--- config.mk ---
export PLATFORM = sky130hd
export DESIGN_NAME = lstm_gate_scheduler_flat
export DESIGN_NICKNAME = d
export VERILOG_FILES = /design/src/rtl/lstm_gate_scheduler_if.sv /design/src/rtl/lstm_gate_scheduler.sv /design/src/flat_wrapper.sv
export SDC_FILE = /design/constraint.sdc
export NUM_CORES = 1
export LEC_CHECK = 0
export ABC_AREA = 0
export CORE_UTILIZATION = 50
export CTS_BUF_LIST = sky130_fd_sc_hd__clkbuf_8 sky130_fd_sc_hd__clkbuf_16
export CTS_CLUSTER_DIAMETER = 150
export DETAILED_ROUTE_END_ITERATION = 16
export PLACE_DENSITY = 0.84
export SYNTH_ARGS = -nofsm -noshare
export SYNTH_HDL_FRONTEND = slang
export SYNTH_SLANG_ARGS = --single-unit
--- constraint.sdc ---
create_clock -name clk -period 6.75 [get_ports clk]
set_input_delay 1.0125 -clock clk [delete_from_list [all_inputs] [get_ports clk]]
set_output_delay 1.0125 -clock clk [all_outputs]
set_load 0.05 [all_outputs]
--- src/rtl/lstm_gate_scheduler_if.sv ---
// Operand and pre-activation streams of the LSTM gate scheduler.
// Both streams transfer on a rising clk edge where valid && ready; valid never waits on ready, and the sender holds its data stable until that edge.
interface lstm_gate_scheduler_if #(
    parameter int DATA_WIDTH = 16
);
    logic                    in_valid;
    logic                    in_ready;
    logic [DATA_WIDTH-1:0]   in_x;
    logic [DATA_WIDTH-1:0]   in_h;
    logic [4*DATA_WIDTH-1:0] in_w;
    logic [4*DATA_WIDTH-1:0] in_u;
    logic [4*DATA_WIDTH-1:0] in_b;
    logic [4*DATA_WIDTH-1:0] out_gates;
    logic                    out_valid;
    logic                    out_ready;

    // The environment side: operand fetch upstream, activation stage downstream.
    modport master (
        output in_valid, in_x, in_h, in_w, in_u, in_b, out_ready,
        input  in_ready, out_gates, out_valid
    );

    // The scheduler side.
    modport slave (
        input  in_valid, in_x, in_h, in_w, in_u, in_b, out_ready,
        output in_ready, out_gates, out_valid
    );
endinterface

--- src/rtl/lstm_gate_scheduler.sv ---
// Shares one combinational W*x + U*h + b unit across the i/f/o/g gates of each element
// and hands the four pre-activations downstream, element by element, for a run of len.
module lstm_gate_scheduler #(
    parameter int DATA_WIDTH  = 16,
    parameter int FRACT_WIDTH = 8,
    parameter int CNT_WIDTH   = 8
) (
    input  logic                  clk,
    input  logic                  rst_n,
    input  logic                  start,
    input  logic [CNT_WIDTH-1:0]  len,
    lstm_gate_scheduler_if.slave  io,
    output logic [DATA_WIDTH-1:0] mac_w,
    output logic [DATA_WIDTH-1:0] mac_x,
    output logic [DATA_WIDTH-1:0] mac_u,
    output logic [DATA_WIDTH-1:0] mac_h,
    output logic [DATA_WIDTH-1:0] mac_b,
    input  logic [DATA_WIDTH-1:0] mac_out,
    output logic [1:0]            gate_sel,
    output logic                  busy,
    output logic                  done,
    output logic [2:0]            state_dbg
);

    // FRACT_WIDTH only describes the MAC's Q-format; a format without integer bits is meaningless.
    if (FRACT_WIDTH >= DATA_WIDTH) begin : g_fract_out_of_range
    end

    typedef enum logic [2:0] {
        S_IDLE,
        S_LOAD,
        S_GATE,
        S_OUT,
        S_DONE
    } state_t;

    state_t state, state_nxt;

    logic [CNT_WIDTH-1:0]    len_q;
    logic [CNT_WIDTH-1:0]    cnt;
    logic [DATA_WIDTH-1:0]   x_q, h_q;
    logic [4*DATA_WIDTH-1:0] w_q, u_q, b_q;
    logic                    in_fire;
    logic                    out_fire;
    logic                    last_elem;

    assign in_fire   = io.in_valid && (state == S_LOAD);
    assign out_fire  = io.out_ready && (state == S_OUT);
    // One extra bit so len = 2^CNT_WIDTH-1 compares before the count could wrap.
    assign last_elem = ({1'b0, cnt} + (CNT_WIDTH+1)'(1)) == {1'b0, len_q};
    assign state_dbg = state;

    always_ff @(posedge clk or negedge rst_n) begin
        if (!rst_n) begin
            state <= S_IDLE;
        end else begin
            state <= state_nxt;
        end
    end

    always_comb begin
        state_nxt    = state;
        io.in_ready  = 1'b0;
        io.out_valid = 1'b0;
        busy         = 1'b1;
        done         = 1'b0;
        mac_w        = '0;
        mac_x        = '0;
        mac_u        = '0;
        mac_h        = '0;
        mac_b        = '0;
        case (state)
            S_IDLE: begin
                busy = 1'b0;
                if (start) begin
                    state_nxt = (len != '0) ? S_LOAD : S_DONE;
                end
            end
            S_LOAD: begin
                io.in_ready = 1'b1;
                if (io.in_valid) begin
                    state_nxt = S_GATE;
                end
            end
            S_GATE: begin
                mac_w = w_q[int'(gate_sel)*DATA_WIDTH +: DATA_WIDTH];
                mac_u = u_q[int'(gate_sel)*DATA_WIDTH +: DATA_WIDTH];
                mac_b = b_q[int'(gate_sel)*DATA_WIDTH +: DATA_WIDTH];
                mac_x = x_q;
                mac_h = h_q;
                if (gate_sel == 2'd3) begin
                    state_nxt = S_OUT;
                end
            end
            S_OUT: begin
                io.out_valid = 1'b1;
                if (io.out_ready) begin
                    state_nxt = last_elem ? S_DONE : S_LOAD;
                end
            end
            S_DONE: begin
                done      = 1'b1;
                state_nxt = S_IDLE;
            end
            default: begin
                state_nxt = S_IDLE;
            end
        endcase
    end

    always_ff @(posedge clk or negedge rst_n) begin
        if (!rst_n) begin
            len_q        <= '0;
            cnt          <= '0;
            x_q          <= '0;
            h_q          <= '0;
            w_q          <= '0;
            u_q          <= '0;
            b_q          <= '0;
            gate_sel     <= '0;
            io.out_gates <= '0;
        end else begin
            if (state == S_IDLE && start && len != '0) begin
                len_q <= len;
                cnt   <= '0;
            end
            if (in_fire) begin
                x_q      <= io.in_x;
                h_q      <= io.in_h;
                w_q      <= io.in_w;
                u_q      <= io.in_u;
                b_q      <= io.in_b;
                gate_sel <= '0;
            end
            // gate_sel wraps 3 -> 0 on the last gate, so it reads 0 outside the gate phase.
            if (state == S_GATE) begin
                io.out_gates[int'(gate_sel)*DATA_WIDTH +: DATA_WIDTH] <= mac_out;
                gate_sel <= gate_sel + 2'd1;
            end
            if (out_fire) begin
                cnt <= cnt + CNT_WIDTH'(1);
            end
        end
    end

endmodule
--- src/flat_wrapper.sv ---
// flat-port wrapper written by rule: the top's interface ports become plain ports
module lstm_gate_scheduler_flat 
#(
    parameter int DATA_WIDTH  = 16,
    parameter int FRACT_WIDTH = 8,
    parameter int CNT_WIDTH   = 8
)
  (clk, rst_n, start, len, mac_w, mac_x, mac_u, mac_h, mac_b, mac_out, gate_sel, busy, done, state_dbg, io_in_valid, io_in_x, io_in_h, io_in_w, io_in_u, io_in_b, io_out_ready, io_in_ready, io_out_gates, io_out_valid);
  lstm_gate_scheduler_if #(.DATA_WIDTH(DATA_WIDTH)) io_i ();
  input  logic clk;
  input  logic rst_n;
  input  logic start;
  input  logic [CNT_WIDTH-1:0] len;
  output logic [DATA_WIDTH-1:0] mac_w;
  output logic [DATA_WIDTH-1:0] mac_x;
  output logic [DATA_WIDTH-1:0] mac_u;
  output logic [DATA_WIDTH-1:0] mac_h;
  output logic [DATA_WIDTH-1:0] mac_b;
  input  logic [DATA_WIDTH-1:0] mac_out;
  output logic [1:0] gate_sel;
  output logic busy;
  output logic done;
  output logic [2:0] state_dbg;
  input wire logic [$bits(io_i.in_valid)-1:0] io_in_valid;
  input wire logic [$bits(io_i.in_x)-1:0] io_in_x;
  input wire logic [$bits(io_i.in_h)-1:0] io_in_h;
  input wire logic [$bits(io_i.in_w)-1:0] io_in_w;
  input wire logic [$bits(io_i.in_u)-1:0] io_in_u;
  input wire logic [$bits(io_i.in_b)-1:0] io_in_b;
  input wire logic [$bits(io_i.out_ready)-1:0] io_out_ready;
  output wire logic [$bits(io_i.in_ready)-1:0] io_in_ready;
  output wire logic [$bits(io_i.out_gates)-1:0] io_out_gates;
  output wire logic [$bits(io_i.out_valid)-1:0] io_out_valid;
  assign io_i.in_valid = io_in_valid;
  assign io_i.in_x = io_in_x;
  assign io_i.in_h = io_in_h;
  assign io_i.in_w = io_in_w;
  assign io_i.in_u = io_in_u;
  assign io_i.in_b = io_in_b;
  assign io_i.out_ready = io_out_ready;
  assign io_in_ready = io_i.in_ready;
  assign io_out_gates = io_i.out_gates;
  assign io_out_valid = io_i.out_valid;
  lstm_gate_scheduler #(.DATA_WIDTH(DATA_WIDTH), .FRACT_WIDTH(FRACT_WIDTH), .CNT_WIDTH(CNT_WIDTH)) u_core (.clk(clk), .rst_n(rst_n), .start(start), .len(len), .io(io_i), .mac_w(mac_w), .mac_x(mac_x), .mac_u(mac_u), .mac_h(mac_h), .mac_b(mac_b), .mac_out(mac_out), .gate_sel(gate_sel), .busy(busy), .done(done), .state_dbg(state_dbg));
endmodule
-- Word-level counts from Yosys, hierarchy flattened
Index checks and enable logic that the tools add are counted.
- add/subtract/negate cells: 4
- equality and inequality tests: 10
- shift-type cells: 5
- mux-type cells: 21
- reduce and logical (&&, ||, !) cells: 9
- operators by type and width (operator ; number):
    $shiftx 64x7->16 ; 3
    $mux 16 ; 5
    $bwmux 64 ; 1
    $shift 16x33->64 const A ; 1
    $shiftx 16x33->64 ; 1
    $neg 6->33 ; 1
    $mux 3 ; 6
    $mux 8 ; 2
    $pmux 3 s4 ; 1
    $add 8x1->9 const B ; 1
    $eq 9x8->1 ; 1
    $add 8x1->8 const B ; 1
    $reduce_bool 8->1 ; 1
    $eq 3x2->1 const B ; 2
    $ne 2x2->1 const B ; 3
    $logic_and 1x1->1 ; 4
    $mux 1 ; 4
    $mux 2 ; 2
    $reduce_and 4->1 ; 1
    $reduce_bool 2->1 ; 2
    $eq 3x1->1 const B ; 1
    $eq 3x3->1 const B ; 1
    $logic_not 3->1 ; 1
    $add 2x1->2 const B ; 1
    other kinds (2) ; 2
- bits in registers: 309
- bits of input ports: 253
- output and inout bits: 153
- word-level logic and storage cells: 59

-- Logic depth before layout (Yosys ltp)
- depth after elaboration: 5
- depth in mapped cells: 10
- mapped depth without buffers: 6

-- Worst setup path before layout
Ideal clock, no wire load.
- path kind: register to output
- from: reg u_core.state[1], in the netlist u_core.state_dbg[1]
- to: out done
- arrival time: 2.126 ns
- required time: 5.738 ns
- setup slack: 3.611 ns
- stages on the path, launching flop included: 4
- buffers on the path: 2
- cell sequence: dfrtp_1 > clkbuf_8 > clkbuf_1 > nor3b_1
- longest elaborated chain between the ends: 2
- RTL lines (what ; RTL line ; RTL):
    start: declaration ; lstm_gate_scheduler.sv:37 ; state_t state, state_nxt;
    start signal: assignment ; lstm_gate_scheduler.sv:57 ; state <= state_nxt;
    $eq 3x3->1 ; lstm_gate_scheduler.sv:72 ; case (state)
    $mux 1 ; lstm_gate_scheduler.sv:72 ;
    end: declaration ; flat_wrapper.sv:22 ; output logic done;
Every way passes these cells.

-- Final worst setup path
- from: reg u_core.gate_sel[0]
- to: out mac_w[3]
- longest elaborated chain between the ends: 2
- RTL lines (what ; RTL line ; RTL):
    start: declaration ; lstm_gate_scheduler.sv:19 ; output logic [1:0] gate_sel,
    start signal: assignment ; lstm_gate_scheduler.sv:138 ; gate_sel <= gate_sel + 2'd1;
    $shiftx 64x7->16 ; lstm_gate_scheduler.sv:86 ; mac_w = w_q[int'(gate_sel)*DATA_WIDTH +: DATA_WIDTH];
    $mux 16 ; lstm_gate_scheduler.sv:72 ;
    end: declaration ; flat_wrapper.sv:14 ; output logic [DATA_WIDTH-1:0] mac_w;
Every way passes these cells.

==> run metrics <==
ys flop type dfrtp_1; drt wl/cell 20.2 um; Vias/cell 5.44; synthesized area 0.0139 sq mm; most common cell after layout, fill and taps aside clkdlybuf4s50_1; clk_lat worst skew 500 ps; wire length on met2 18100 um; M1 WL 14300 um; setup_tns 0 ps; Reg power frac 0.343; Filler Cell Count 1814; routed vias 9898; kind of critical path flip-flop to output port; Rel. slew slack 0.233; Yosys reg bits 309; critical path arrival 3410 ps; largest net degree at the start of global routing 150; Final Hold Fails 0; deepest clock path buffer count 3; outcome finished, final reports clean; number of synthesized flops with an enable pin 0; footprint of the multi-input gates 0.00575 sq mm; cells after synthesis 1051; FF-to-FF path depth 6; sw power 3.81 mW; syn_nets 1310; Post-DP HPWL 25000 um; number of global-route vias before repair 10565; fin crit share 0.655; post-synth top area share 0.556; total track usage 0.262; Max Cap Viol 0; Final Max Slew Viols 0; Worst-path clk slew 60 ps; number of port buffers 405; Pre-antenna DRT Iters 4; Worst Tran Pin Value 1150 ps; RSZ-0062 raised after global routing no; post-route setup slack 2330 ps; Avg Cell Area, Syn 13.2 sq um; leak pwr 8.08 nW; synth unique cells 52; hold slack 476 ps; area of placed instances 0.0181 sq mm; CTS Hold Bufs 0; power share of the clock group 0.191; sequential-to-total area share from yosys stat 0.556; crit-path max FO 37; H-tree depth 2; most frequent cells in the layout 404 x clkdlybuf4s50_1, 306 x dfrtp_1, 201 x mux2_2, 147 x nand2_1, 81 x and3_1; share of cells above drive strength 1 0.226; CP required 5740 ps; combinational share of power 0.466; Final ANT Viol Nets 0; Core Area 0.0271 sq mm; # setup viols final 0; area grow syn2layout 38.6%; sw frac 0.390; Setup Buffers After CTS 0; Clock Skews 14.9 ps; fmax 226 MHz; Hold Crit Class flip-flop to flip-flop; Synth area leader dfrtp_1; minimum clock period 4420 ps; VDD IR max 0.358 mV; final WL 36800 um; Die X 169 um; Initial Utilization 0.513; IO Pins 406; die height 169 um; Syn. warnings 0; cell depth of the worst hold path 2; Sink Count 309; FFs w/ async S/R, synth 1.00; fin nets 1681; CTS tree built; first-pass GRT wire length 58100 um; CTS Buf Count 34; initial antenna violation count 3; Post-Layout Inst Area 0.0193 sq mm; sequential cell area 0.00774 sq mm; grt total ovfl 0; initial drt markers 581; Max Used Layer met5; DR DRC count 0; Post-CTS Resized 0; internal power 5.96 mW; pwr dens 507 mW/mm^2; top cells by area, synth dfrtp_1 56%, mux2_2 16%, mux4_2 7.8%; CP startpoint kind flip-flop; Critical Path End Type output port; dpl ws 2750 ps; clk root buf clkbuf_16; Die ar. 0.0285 sq mm; met3 routed WL 3170 um; Cell Rows 60; Placer Congestion 0.820
-- power groups by stage --
stage                     clock network, mW  logic (mW)  registers (mW)
after floorplan                           0        2.74            3.75
after global placement                    0        4.46            3.31
after detailed placement                  0        4.56            3.36
after CTS                              1.90        4.59            3.34
after global routing                   1.98        4.83            3.45
final                                  1.87        4.55            3.35
-- cell usage after synthesis, drive strengths merged, types with 2 or more instances --
| cell | count |
|---|---|
| nand2 | 147 |
| nor2 | 12 |
| o21ai | 75 |
| nand2b | 2 |
| buf | 43 |
| xnor2 | 4 |
| mux4 | 48 |
| nor4 | 3 |
| or3 | 2 |
| and2 | 4 |
| nor3 | 6 |
| and3 | 81 |
| a21oi | 3 |
| xor2 | 7 |
| inv | 4 |
| nand3 | 5 |
| ha | 6 |
| mux2 | 233 |
| clkbuf | 35 |
| dfrtp | 309 |
| o31ai | 2 |
| nor3b | 3 |
-- cell type report --
type,count,area share
Antenna cell,2,0.000260
Clock buffer,45,0.0537
Clock inverter,15,0.00603
Inverter,4,0.000779
Multi-Input combinational cell,660,0.298
Sequential cell,309,0.401
Tap cell,372,0.0241
Timing Repair Buffer,413,0.216
-- per-stage QoR --
step	power (mW)	util	cells
after floorplan	6.48	-	1051
after global placement	7.78	0.669	1758
after detailed placement	7.92	0.669	1758
after global routing	10.3	0.712	1820
after CTS	9.83	0.711	1818
final	9.77	0.712	1820
-- routing by layer --
layer / global-route usage / up-vias
li1: - / 4494
met1: 0.313 / 4929
met2: 0.445 / 394
met3: 0.0832 / 79
met4: 0.0960 / 2
met5: 0 / -
-- state kept, by name, indices dropped and copies added (netlist names) --
signal and flops:
u_core.state_dbg 3, u_core.h_q 16, u_core.cnt 8, u_core.b_q 64, u_core.io.out_gates 64, u_core.u_q 64, u_core.gate_sel 2, u_core.len_q 8
u_core.w_q 64, u_core.x_q 16
-- critical path: stages (launching register included) --
cell	delay [ps]
dfrtp_4	680
buf_4	690
mux4_2	610
and3_1	190
clkdlybuf4s50_1	720
-- path summary, 6_finish.rpt --
check                                         from                      end  slack (ps)
max                             u_core.gate_sel[0]                 mac_w[3]        2330
min                        u_core.io.out_gates[51]  u_core.io.out_gates[51]         480
max reg2reg                     u_core.gate_sel[0]   u_core.io.out_gates[0]        3130
min reg2reg                u_core.io.out_gates[51]  u_core.io.out_gates[51]         480
max in group asynchronous                    rst_n            u_core.u_q[3]        4800
min in group asynchronous                    rst_n            u_core.b_q[9]         490
-- logic make-up (layout without fill, tap and decap cells) --
group,Yosys count,after routing,synth area share
AOI/OAI and AO/OA,92,92,0.0369
muxes,281,281,0.266
DFF,309,309,0.556
and+or+nand+nor,270,270,0.0972
adders and majority gates,6,6,0.00540
other,0,2,0
xor gates and xnor gates,11,11,0.00693
buffers and inverters,82,477,0.0313
No activity file was read; power rests on OpenSTA's default activity.
